<file path="src/rtl/riscv_pkg.sv">
// Shared RV32 pipeline types and constants for the fetch-to-decode handoff.
package riscv_pkg;

    // Width of an instruction word and of a program counter.
    localparam int DATA_WIDTH = 32;

    // Canonical RV32 NOP (addi x0, x0, 0). Decode sees it whenever nothing is buffered.
    localparam logic [31:0] NOP_INSTR = 32'h0000_0013;

    // Skid buffer fill level. Each state is one occupancy value.
    typedef enum logic [1:0] {
        FD_EMPTY = 2'd0,
        FD_ONE   = 2'd1,
        FD_FULL  = 2'd2
    } fd_state_e;

    // One buffered fetch result. The pc sits in the upper half.
    typedef struct packed {
        logic [DATA_WIDTH-1:0] pc;
        logic [DATA_WIDTH-1:0] instruction;
    } fd_entry_t;

    // Number of buffered entries held in a given fill state.
    function automatic logic [1:0] fd_occupancy(input fd_state_e state);
        logic [1:0] count;
        count = 2'd0;
        case (state)
            FD_ONE:  count = 2'd1;
            FD_FULL: count = 2'd2;
            default: count = 2'd0;
        endcase
        return count;
    endfunction

endpackage

</file>
<file path="src/rtl/fetch_decode_if.sv">
// Fetch-to-decode handshake bundle. Fetch drives f_*, decode consumes d_*.
// The modports give the controller's view of each side.
interface fetch_decode_if #(
    parameter int DATA_WIDTH = riscv_pkg::DATA_WIDTH
);

    // Fetch stage output side
    logic [DATA_WIDTH-1:0] f_instruction;
    logic [DATA_WIDTH-1:0] f_pc;
    logic                  f_valid;
    logic                  f_ready;

    // Decode stage input side
    logic [DATA_WIDTH-1:0] d_instruction;
    logic [DATA_WIDTH-1:0] d_pc;
    logic                  d_valid;
    logic                  d_ready;

    // Controller acting as the sink of the fetch stage's output
    modport fetch_out (
        input  f_instruction,
        input  f_pc,
        input  f_valid,
        output f_ready
    );

    // Controller acting as the source for the decode stage's input
    modport decode_in (
        output d_instruction,
        output d_pc,
        output d_valid,
        input  d_ready
    );

endinterface

</file>
<file path="src/rtl/fd_skid_storage.sv">
// Two-entry {pc, instruction} register array for the fetch/decode skid buffer.
// It is pure storage with one write port and one read port. The pointers and
// write enable come from the controller.
module fd_skid_storage #(
    parameter int WIDTH = 64
) (
    input  logic             clk,
    input  logic             rst_n,
    input  logic             i_wr_en,
    input  logic             i_wr_ptr,
    input  logic [WIDTH-1:0] i_wr_data,
    input  logic             i_rd_ptr,
    output logic [WIDTH-1:0] o_rd_data
);

    generate
        for (genvar gi = 0; gi < 2; gi++) begin : g_entry
            logic [WIDTH-1:0] r_data;

            // Capture the incoming entry when this slot is the write target.
            // Reset clears the slot.
            always_ff @(posedge clk or negedge rst_n) begin
                if (!rst_n) begin
                    r_data <= '0;
                end else if (i_wr_en && (i_wr_ptr == 1'(gi))) begin
                    r_data <= i_wr_data;
                end
            end
        end
    endgenerate

    // The read port selects between the two registered slots.
    assign o_rd_data = i_rd_ptr ? g_entry[1].r_data : g_entry[0].r_data;

endmodule

</file>
<file path="src/rtl/fetch_decode_ctrl.sv">
// Fetch-to-decode handoff controller. A 2-entry skid buffer decouples fetch
// from decode, so f_ready never depends on d_ready. Hazard stalls hold decode.
// Redirect flushes drop the buffered entries and count how many were dropped.
module fetch_decode_ctrl #(
    parameter int DATA_WIDTH = riscv_pkg::DATA_WIDTH,
    parameter int CNT_WIDTH  = 16
) (
    input  logic                 clk,
    input  logic                 rst_n,
    fetch_decode_if.fetch_out    fetch_out,
    fetch_decode_if.decode_in    decode_in,
    input  logic                 stall_i,
    input  logic                 flush_i,
    output logic [1:0]           occupancy,
    output logic [CNT_WIDTH-1:0] flush_kills
);

    import riscv_pkg::*;

    localparam int ENTRY_W = 2 * DATA_WIDTH;

    // Registered control state
    fd_state_e            r_state;
    logic                 r_head;
    logic [CNT_WIDTH-1:0] r_flush_kills;

    // Handshake decode
    logic                 w_f_ready;
    logic                 w_d_valid;
    logic                 w_push;
    logic                 w_pop;

    // Storage access
    logic                 w_wr_ptr;
    logic [ENTRY_W-1:0]   w_wr_entry;
    logic [ENTRY_W-1:0]   w_rd_entry;

    // Kill counter arithmetic
    logic [1:0]           w_occupancy;
    logic [CNT_WIDTH:0]   w_kill_sum;
    logic [CNT_WIDTH-1:0] w_kill_next;

    // Fetch may push whenever there is room and no redirect is in progress.
    // Reset forces ready low without waiting for a clock.
    assign w_f_ready = rst_n && (r_state != FD_FULL) && !flush_i;
    assign w_push    = fetch_out.f_valid && w_f_ready;

    // Decode sees the head only when the hazard unit and redirect allow it.
    // A flush overrides a stall, and a stall overrides d_ready.
    assign w_d_valid = (r_state != FD_EMPTY) && !stall_i && !flush_i;
    assign w_pop     = w_d_valid && decode_in.d_ready;

    // A new entry goes into the slot after the current tail. When the buffer
    // is empty the tail is the head slot itself.
    assign w_wr_ptr   = (r_state == FD_EMPTY) ? r_head : ~r_head;
    assign w_wr_entry = {fetch_out.f_pc, fetch_out.f_instruction};

    fd_skid_storage #(
        .WIDTH (ENTRY_W)
    ) u_storage (
        .clk       (clk),
        .rst_n     (rst_n),
        .i_wr_en   (w_push),
        .i_wr_ptr  (w_wr_ptr),
        .i_wr_data (w_wr_entry),
        .i_rd_ptr  (r_head),
        .o_rd_data (w_rd_entry)
    );

    // Occupancy follows the registered fill state, so it changes only at a
    // clock edge.
    assign w_occupancy = fd_occupancy(r_state);

    // Add the entries dropped by a flush to the counter. The counter sticks
    // at all-ones instead of wrapping.
    assign w_kill_sum  = {1'b0, r_flush_kills} + (CNT_WIDTH+1)'(w_occupancy);
    assign w_kill_next = w_kill_sum[CNT_WIDTH] ? {CNT_WIDTH{1'b1}}
                                               : w_kill_sum[CNT_WIDTH-1:0];

    // Fill-state FSM with head pointer and flush-kill counter.
    // On a simultaneous push and pop in ONE, the new entry becomes the head.
    always_ff @(posedge clk or negedge rst_n) begin
        if (!rst_n) begin
            r_state       <= FD_EMPTY;
            r_head        <= 1'b0;
            r_flush_kills <= '0;
        end else if (flush_i) begin
            r_state       <= FD_EMPTY;
            r_head        <= 1'b0;
            r_flush_kills <= w_kill_next;
        end else begin
            case (r_state)
                FD_EMPTY: begin
                    if (w_push) begin
                        r_state <= FD_ONE;
                    end
                end
                FD_ONE: begin
                    if (w_push && w_pop) begin
                        r_head <= ~r_head;
                    end else if (w_push) begin
                        r_state <= FD_FULL;
                    end else if (w_pop) begin
                        r_state <= FD_EMPTY;
                        r_head  <= ~r_head;
                    end
                end
                FD_FULL: begin
                    if (w_pop) begin
                        r_state <= FD_ONE;
                        r_head  <= ~r_head;
                    end
                end
                default: begin
                    r_state <= FD_EMPTY;
                    r_head  <= 1'b0;
                end
            endcase
        end
    end

    // Port mapping. When the buffer is empty, decode sees a NOP at pc 0
    // rather than stale storage.
    assign fetch_out.f_ready     = w_f_ready;
    assign decode_in.d_valid     = w_d_valid;
    assign decode_in.d_instruction = (r_state == FD_EMPTY) ? DATA_WIDTH'(NOP_INSTR)
                                                           : w_rd_entry[DATA_WIDTH-1:0];
    assign decode_in.d_pc        = (r_state == FD_EMPTY) ? '0
                                                         : w_rd_entry[ENTRY_W-1:DATA_WIDTH];
    assign occupancy             = w_occupancy;
    assign flush_kills           = r_flush_kills;

endmodule

</file>
<file path="src/flat_wrapper.sv">
// flat-port wrapper written by rule: the top's interface ports become plain ports
module fetch_decode_ctrl_flat import riscv_pkg::*;
#(
    parameter int DATA_WIDTH = riscv_pkg::DATA_WIDTH,
    parameter int CNT_WIDTH  = 16
)
  (clk, rst_n, stall_i, flush_i, occupancy, flush_kills, fetch_out_f_instruction, fetch_out_f_pc, fetch_out_f_valid, fetch_out_f_ready, decode_in_d_instruction, decode_in_d_pc, decode_in_d_valid, decode_in_d_ready);
  fetch_decode_if #(.DATA_WIDTH(DATA_WIDTH)) fetch_out_i ();
  fetch_decode_if #(.DATA_WIDTH(DATA_WIDTH)) decode_in_i ();
  input  logic clk;
  input  logic rst_n;
  input  logic stall_i;
  input  logic flush_i;
  output logic [1:0] occupancy;
  output logic [CNT_WIDTH-1:0] flush_kills;
  input wire logic [$bits(fetch_out_i.f_instruction)-1:0] fetch_out_f_instruction;
  input wire logic [$bits(fetch_out_i.f_pc)-1:0] fetch_out_f_pc;
  input wire logic [$bits(fetch_out_i.f_valid)-1:0] fetch_out_f_valid;
  output wire logic [$bits(fetch_out_i.f_ready)-1:0] fetch_out_f_ready;
  output wire logic [$bits(decode_in_i.d_instruction)-1:0] decode_in_d_instruction;
  output wire logic [$bits(decode_in_i.d_pc)-1:0] decode_in_d_pc;
  output wire logic [$bits(decode_in_i.d_valid)-1:0] decode_in_d_valid;
  input wire logic [$bits(decode_in_i.d_ready)-1:0] decode_in_d_ready;
  assign fetch_out_i.f_instruction = fetch_out_f_instruction;
  assign fetch_out_i.f_pc = fetch_out_f_pc;
  assign fetch_out_i.f_valid = fetch_out_f_valid;
  assign fetch_out_f_ready = fetch_out_i.f_ready;
  assign decode_in_d_instruction = decode_in_i.d_instruction;
  assign decode_in_d_pc = decode_in_i.d_pc;
  assign decode_in_d_valid = decode_in_i.d_valid;
  assign decode_in_i.d_ready = decode_in_d_ready;
  fetch_decode_ctrl #(.DATA_WIDTH(DATA_WIDTH), .CNT_WIDTH(CNT_WIDTH)) u_core (.clk(clk), .rst_n(rst_n), .fetch_out(fetch_out_i), .decode_in(decode_in_i), .stall_i(stall_i), .flush_i(flush_i), .occupancy(occupancy), .flush_kills(flush_kills));
endmodule
</file>
<file path="config.mk">
export PLATFORM = sky130hd
export DESIGN_NAME = fetch_decode_ctrl_flat
export DESIGN_NICKNAME = d
export VERILOG_FILES = /design/src/rtl/riscv_pkg.sv /design/src/rtl/fetch_decode_if.sv /design/src/rtl/fd_skid_storage.sv /design/src/rtl/fetch_decode_ctrl.sv /design/src/flat_wrapper.sv
export SDC_FILE = /design/constraint.sdc
export NUM_CORES = 1
export LEC_CHECK = 0
export BUFFER_PORTS_ARGS = -buffer_cell sky130_fd_sc_hd__buf_4
export CAP_MARGIN = 30
export CORE_MARGIN = 1.5
export CORE_UTILIZATION = 55
export CTS_CLUSTER_DIAMETER = 150
export CTS_CLUSTER_SIZE = 24
export DETAILED_ROUTE_END_ITERATION = 7
export GPL_TIMING_DRIVEN = 0
export PLACE_DENSITY = 0.8
export REMOVE_ABC_BUFFERS = 1
export SLEW_MARGIN = 0
export SYNTH_ARGS = -nofsm -noshare
export SYNTH_HDL_FRONTEND = slang
export SYNTH_HIERARCHICAL = 1
export SYNTH_SLANG_ARGS = --single-unit
</file>
<file path="constraint.sdc">
create_clock -name clk -period 2.9 [get_ports clk]
set_clock_uncertainty 0.2 [all_clocks]
set_input_delay 0.58 -clock clk [delete_from_list [all_inputs] [get_ports clk]]
set_output_delay 0.58 -clock clk [all_outputs]
set_load 0.02 [all_outputs]
</file>
* Yosys cells after proc, flatten, opt, wreduce, memory -nomap -nowiden
Index checks and enable logic that the tools add are counted.
** Storage, ports and cells
- Logic and storage cells :: 50
- Output and inout bits :: 84
- Register bits :: 147
- Input bits :: 70
** Operators by class
- Mux-type cells :: 18
- Reduce and logical (&&, ||, !) cells :: 15
- Add/sub/neg operators :: 1
- Bitwise gates (word level) :: 2
- Equal/unequal tests :: 9
** Operators by type and width (number)
- two-way mux 32 bit :: 2
- two-way mux 64 bit :: 1
- adder 16 x 2 -> 17 bit :: 1
- two-way mux 16 bit :: 1
- two-way mux 2 bit :: 6
- logical AND 1 bit :: 9
- inequality test 4 x 3 -> 1 bit, second input constant :: 2
- inequality test 3 bit, second input constant :: 2
- one-hot mux 2 bit (3 select lines) :: 1
- two-way mux 1 bit :: 5
- inequality test 2 bit, second input constant :: 2
- one-hot mux 2 bit (2 select lines) :: 1
- AND reduction 4 bit :: 1
- inequality test 3 x 2 -> 1 bit, second input constant :: 1
- one-hot mux 1 bit (3 select lines) :: 1
- == test 2 x 1 -> 1 bit, second input constant :: 1
- == test 2 bit, second input constant :: 1
- logical NOT 1 bit :: 2
- logical NOT 2 bit :: 1
- inverter 1 bit :: 2
- AND reduction 2 bit :: 1
- nonzero test 2 bit :: 1

* Depth between registers and ports, before layout
- Depth after elaboration :: 9
- Depth in mapped cells :: 9
- Mapped depth without buffers :: 8

* Modules after synthesis
The synthesis kept the hierarchy.
** Modules (own cells, without submodules)
- fd_skid_storage :: cells an instance 342, area an instance 5889.4 um^2, instances 1
- fetch_decode_ctrl :: cells an instance 200, area an instance 1662.8 um^2, instances 1

* Worst setup path before layout
OpenSTA, ideal clock, no wires.
- Path type :: reg2reg
- From :: register u_core.r_state[0]
- To :: register u_core.u_storage.g_entry[0].r_data[10]
- Setup slack :: 0.599 ns
- Library setup time :: 0.125 ns
- Cell stages (with the launch flop) :: 9
- Path buffers :: 3
- Required time :: 2.575 ns
- Period minus slack after synthesis :: 2.301 ns
- Arrival :: 1.976 ns
- Path through :: dfrtp_1 inv_1 ha_1 clkbuf_1 xnor2_1 nor2b_4 buf_12 buf_12 mux2_4
** On the way
- Elaborated cells on any way between the ends :: 8
- Those cells by class :: eq/ne: 1; mux: 1; bitwise: 1; reduce/logical: 5
** RTL lines
- start, declared :: RTL line fetch_decode_ctrl.sv:23 : fd_state_e r_state;
- start signal, assigned :: RTL line fetch_decode_ctrl.sv:84 : r_state <= FD_EMPTY;
- start signal, assigned :: RTL line fetch_decode_ctrl.sv:88 : r_state <= FD_EMPTY;
- start signal, assigned :: RTL line fetch_decode_ctrl.sv:95 : r_state <= FD_ONE;
- logical NOT 2 bit :: RTL line fetch_decode_ctrl.sv:55 : assign w_wr_ptr = (r_state == FD_EMPTY) ? r_head : ~r_head;
- two-way mux 1 bit :: RTL line fetch_decode_ctrl.sv:55
- named net u_core.w_wr_ptr :: RTL line fetch_decode_ctrl.sv:34 : logic w_wr_ptr;
- inverter 1 bit :: RTL line fd_skid_storage.sv:25 : end else if (i_wr_en && (i_wr_ptr == 1'(gi))) begin
- logical AND 1 bit :: RTL line fd_skid_storage.sv:25
- end signal, assigned :: RTL line fd_skid_storage.sv:26 : r_data <= i_wr_data;
- end, declared :: RTL line fd_skid_storage.sv:18 : logic [WIDTH-1:0] r_data;
The timed path passes the listed nets, and every way through them passes these cells.
A chain may end at the register's enable or synchronous reset.

* Worst setup path in the final report
- From :: register u_core.r_state[1]
- To :: output port decode_in_d_pc[23]
** On the way
- Cells in the longest elaborated chain, start to end :: 2
** Ends and longest elaborated chain
- logical NOT 2 bit :: RTL line fetch_decode_ctrl.sv:128 : assign decode_in.d_pc = (r_state == FD_EMPTY) ? '0
- two-way mux 32 bit :: RTL line fetch_decode_ctrl.sv:128
- end, declared :: RTL line flat_wrapper.sv:21 : output wire logic [$bits(decode_in_i.d_pc)-1:0] decode_in_d_pc;
Every way passes these cells.

==> impl_metrics.toml <==
[final_layout]
multi_input_area_um2 = 3570
final_design_area_no_fill_um2 = 9460
nFillCells = 944
finalNonFillerCells = 884
layout.area.seq_um2 = 3680
drive_above_1_share_pct = 55.8
nNetsFinal = 774
synthToLayoutAreaGrowth_pct = 25.2
n_antenna_cell = 0

[synth]
synth.cells.most_frequent = "sky130_fd_sc_hd__dfrtp_1 (147), sky130_fd_sc_hd__mux2_2 (126), sky130_fd_sc_hd__mux2_4 (65)"
yosysTopAreaCellShare_pct = 48.7
synth_async_sr_flop_share_pct = 100
syn-instance-count = 542
postSynth.topFlopCell = "sky130_fd_sc_hd__dfrtp_1"
synthTopCellsByArea = "sky130_fd_sc_hd__dfrtp_1 (49%), sky130_fd_sc_hd__mux2_2 (19%), sky130_fd_sc_hd__mux2_4 (13%), sky130_fd_sc_hd__nor2b_1 (5.2%), sky130_fd_sc_hd__buf_12 (1.9%)"
syn-cell-area_um2 = 7550
yosysTopAreaCell = "sky130_fd_sc_hd__dfrtp_1"
synth.distinct_cells = 46
synth_enable_flop_cells = 0
yosys.cell_count.top_type = "sky130_fd_sc_hd__dfrtp_1"
synth_warnings = 6
sequential_to_total_area_share_from_yosys_stat_pct = 48.7
syn-mean-instance-area_um2 = 13.9
flip_flop_and_latch_count_after_synthesis = 147

[route]
avgViaCountPerCell = 5.49
vias = 4854
dr.pass1.iters = 4
routed_wire_length_per_instance_um = 18.9
drt_iter0_markers = 290
route.antenna.remaining_nets = 0
totalWireLength_um = 16700
drc_errors = 0

[cts]
cts_tree = "yes"
cts.sink_count = 147
clock-root-buffer = "sky130_fd_sc_hd__clkbuf_16"
max_clock_buf_depth = 2
clock_network_latency_to_the_later_pin_of_the_worst_skew_pair_ns = 0.41
clkTransAtPathRegs_ns = 0.06
cts-htree-levels = 4
total_cts_buffers = 17

[placed_design]
placed_area_um2 = 8750
routability_driven_placement_congestion_ratio = 0.792
port_buffers = 153
dp_cells = 845
dp_hpwl_um = 10200
dp_slack_ns = -0.523

[setup_path]
crit_fanout = 34
r2r_cells = 5
cp.arrival_ns = 1.97
rr_endpoint = "u_core/u_storage/g_entry[1].r_data[57]"
worst-endpoint-required_ns = 2.12
timing.critical_path.from_type = "register"
ff_to_ff_start = "u_core/r_state[1]"
setup.reg_to_reg.worst_slack_ns = 0.18
timing.critical_path.to_type = "output port"
crit_type = "register to output port"

[timing]
timing.hold.ws_ns = -0.00607
drv_slew = 0
setup_viols_final = 0
finalHoldViolations = 4
unrepaired_setup_endpoints_after_global_routing = "no"
fmaxAchievable_mhz = 364
slew_headroom_pct = 58.4
post-route-period-util_pct = 94.7
finalSetupTns_ns = 0
min_cycle_time_layout_ns = 2.75
worst_slew_pin_slew_ns = 0.620
worst_slack_ns = 0.155

[floorplan]
floorplan.die.width_um = 120
die_y_um = 120
initial_core_util_pct = 56.6
placement_row_count = 42
floorplan_die_area_um2 = 14400
core_um2 = 13300
top_level_ports = 154

[pwr]
peakVddDrop_v = 0.000527
pwr_cell_area_nw_per_um2 = 662
power_leakage_uw = 0.00444

[global_route]
wire_length_of_the_first_global_routing_pass_um = 26900
largest_net_degree_at_the_start_of_global_routing = 84
grt_antenna_before_repair = 0
track_usage_pct = 24.0
grt_overflow = 0
via_count_of_the_first_global_routing_pass = 5221

[min_path]
holdCritPathClass = "input pin to asynchronous set/reset pin"

[run_status]
violations = "negative hold slack"
outcome = "complete, but fails checks"

[flow_run]
timing.max_cap.violations = 0
==> cell families (layout without fill, tap and decap cells) <==
kind of cell	count (synthesis)	count (layout)	synth area share, %
DFF	147	147	48.7
buffers and inverters	36	202	4.27
muxes	196	196	32.4
adders and majority gates	8	8	1.33
AOI/OAI and AO/OA	19	19	1.86
and+or+nand+nor	126	126	10.3
xor gates and xnor gates	10	10	1.16
==> report_power, final <==
part	leakage (µW)	internal [µW]	total, µW	switching (µW)
logic	0.00233	875	1400	523
clock network	0.000271	1260	2080	819
registers	0.00184	2510	2780	269
total	0.00444	4650	6260	1610
==> layout make-up <==
type | count | area share, %
clock inverter | 8 | 0.807
clock buffer | 23 | 5.16
timing repair buffer | 166 | 14.8
tap | 176 | 2.33
sequential | 147 | 38.9
inverter | 5 | 0.198
multi-input combinational | 359 | 37.8
==> worst max path at each step <==
stage,slack (ns),to,depth (start not counted),from
CTS,0.006,decode_in_d_instruction[11],5,u_core/r_state[1]
detailed placement,-0.52,u_core/u_storage/g_entry[0].r_data[0],7,u_core/r_state[0]
floorplan,-1.62,u_core/u_storage/g_entry[0].r_data[0],5,u_core/r_state[0]
global placement,-3.39,u_core/u_storage/g_entry[0].r_data[0],5,u_core/r_state[0]
finish,0.15,decode_in_d_pc[23],5,u_core/r_state[1]
global route,0.04,u_core/u_storage/g_entry[1].r_data[57],5,u_core/r_state[0]
==> metal layers <==
metal | track usage [%] | wire length, µm
met5 | 0 | 0
met3 | 8.35 | 1040
met2 | 38.8 | 8420
met4 | 6.99 | 140
met1 | 30.7 | 7060
==> registers in the layout, summed over array words and instances (netlist names) <==
signal                           count
u_core/r_head                        1
u_core/u_storage/g_entry.r_data    128
u_core/flush_kills                  16
u_core/r_state                       2
==> what timing repair did <==
item	CTS	global route
hold buffers	1	0
endpoints found under the setup margin	182	51
endpoints found under the hold margin	64	0
setup buffers	4	3
resized for setup	1	0
pin swaps	1	0
==> worst max-delay path: stages, from the launching register on <==
cell,delay [ns]
sky130_fd_sc_hd__dfrtp_1,0.42
sky130_fd_sc_hd__inv_1,0.19
sky130_fd_sc_hd__ha_4,0.40
sky130_fd_sc_hd__buf_12,0.28
sky130_fd_sc_hd__nor2b_1,0.07
sky130_fd_sc_hd__buf_4,0.16
==> through the flow <==
stage | util (%) | total power (µW)
3_5_place_dp | 65.6 | 4180
2_1_floorplan | - | 3700
3_3_place_gp | 64.6 | 4070
4_1_cts | 70.5 | 6300
5_1_grt | 70.9 | 6570
6_report | 70.9 | 6260
==> cell usage in the layout (no fill, tap or decap), types with 3 or more instances in the layout <==
| cell | count |
|---|---|
| sky130_fd_sc_hd__or2_1 | 4 |
| sky130_fd_sc_hd__dfrtp_1 | 146 |
| sky130_fd_sc_hd__buf_16 | 5 |
| sky130_fd_sc_hd__clkbuf_8 | 4 |
| sky130_fd_sc_hd__ha_1 | 7 |
| sky130_fd_sc_hd__mux2_4 | 65 |
| sky130_fd_sc_hd__clkinv_2 | 3 |
| sky130_fd_sc_hd__clkbuf_16 | 17 |
| sky130_fd_sc_hd__xor2_1 | 3 |
| sky130_fd_sc_hd__buf_12 | 4 |
| sky130_fd_sc_hd__buf_4 | 156 |
| sky130_fd_sc_hd__mux2i_1 | 3 |
| sky130_fd_sc_hd__inv_1 | 5 |
| sky130_fd_sc_hd__mux2_2 | 126 |
| sky130_fd_sc_hd__nor3_1 | 3 |
| sky130_fd_sc_hd__xnor2_1 | 7 |
| sky130_fd_sc_hd__nor2b_1 | 63 |
| sky130_fd_sc_hd__or4_1 | 5 |
| sky130_fd_sc_hd__or3_1 | 3 |
| sky130_fd_sc_hd__nand2_1 | 17 |
| sky130_fd_sc_hd__nand4_1 | 4 |
| sky130_fd_sc_hd__clkinvlp_4 | 3 |
| sky130_fd_sc_hd__o31ai_1 | 5 |
| sky130_fd_sc_hd__nand3_1 | 12 |
(Power assumes the default switching activity.)
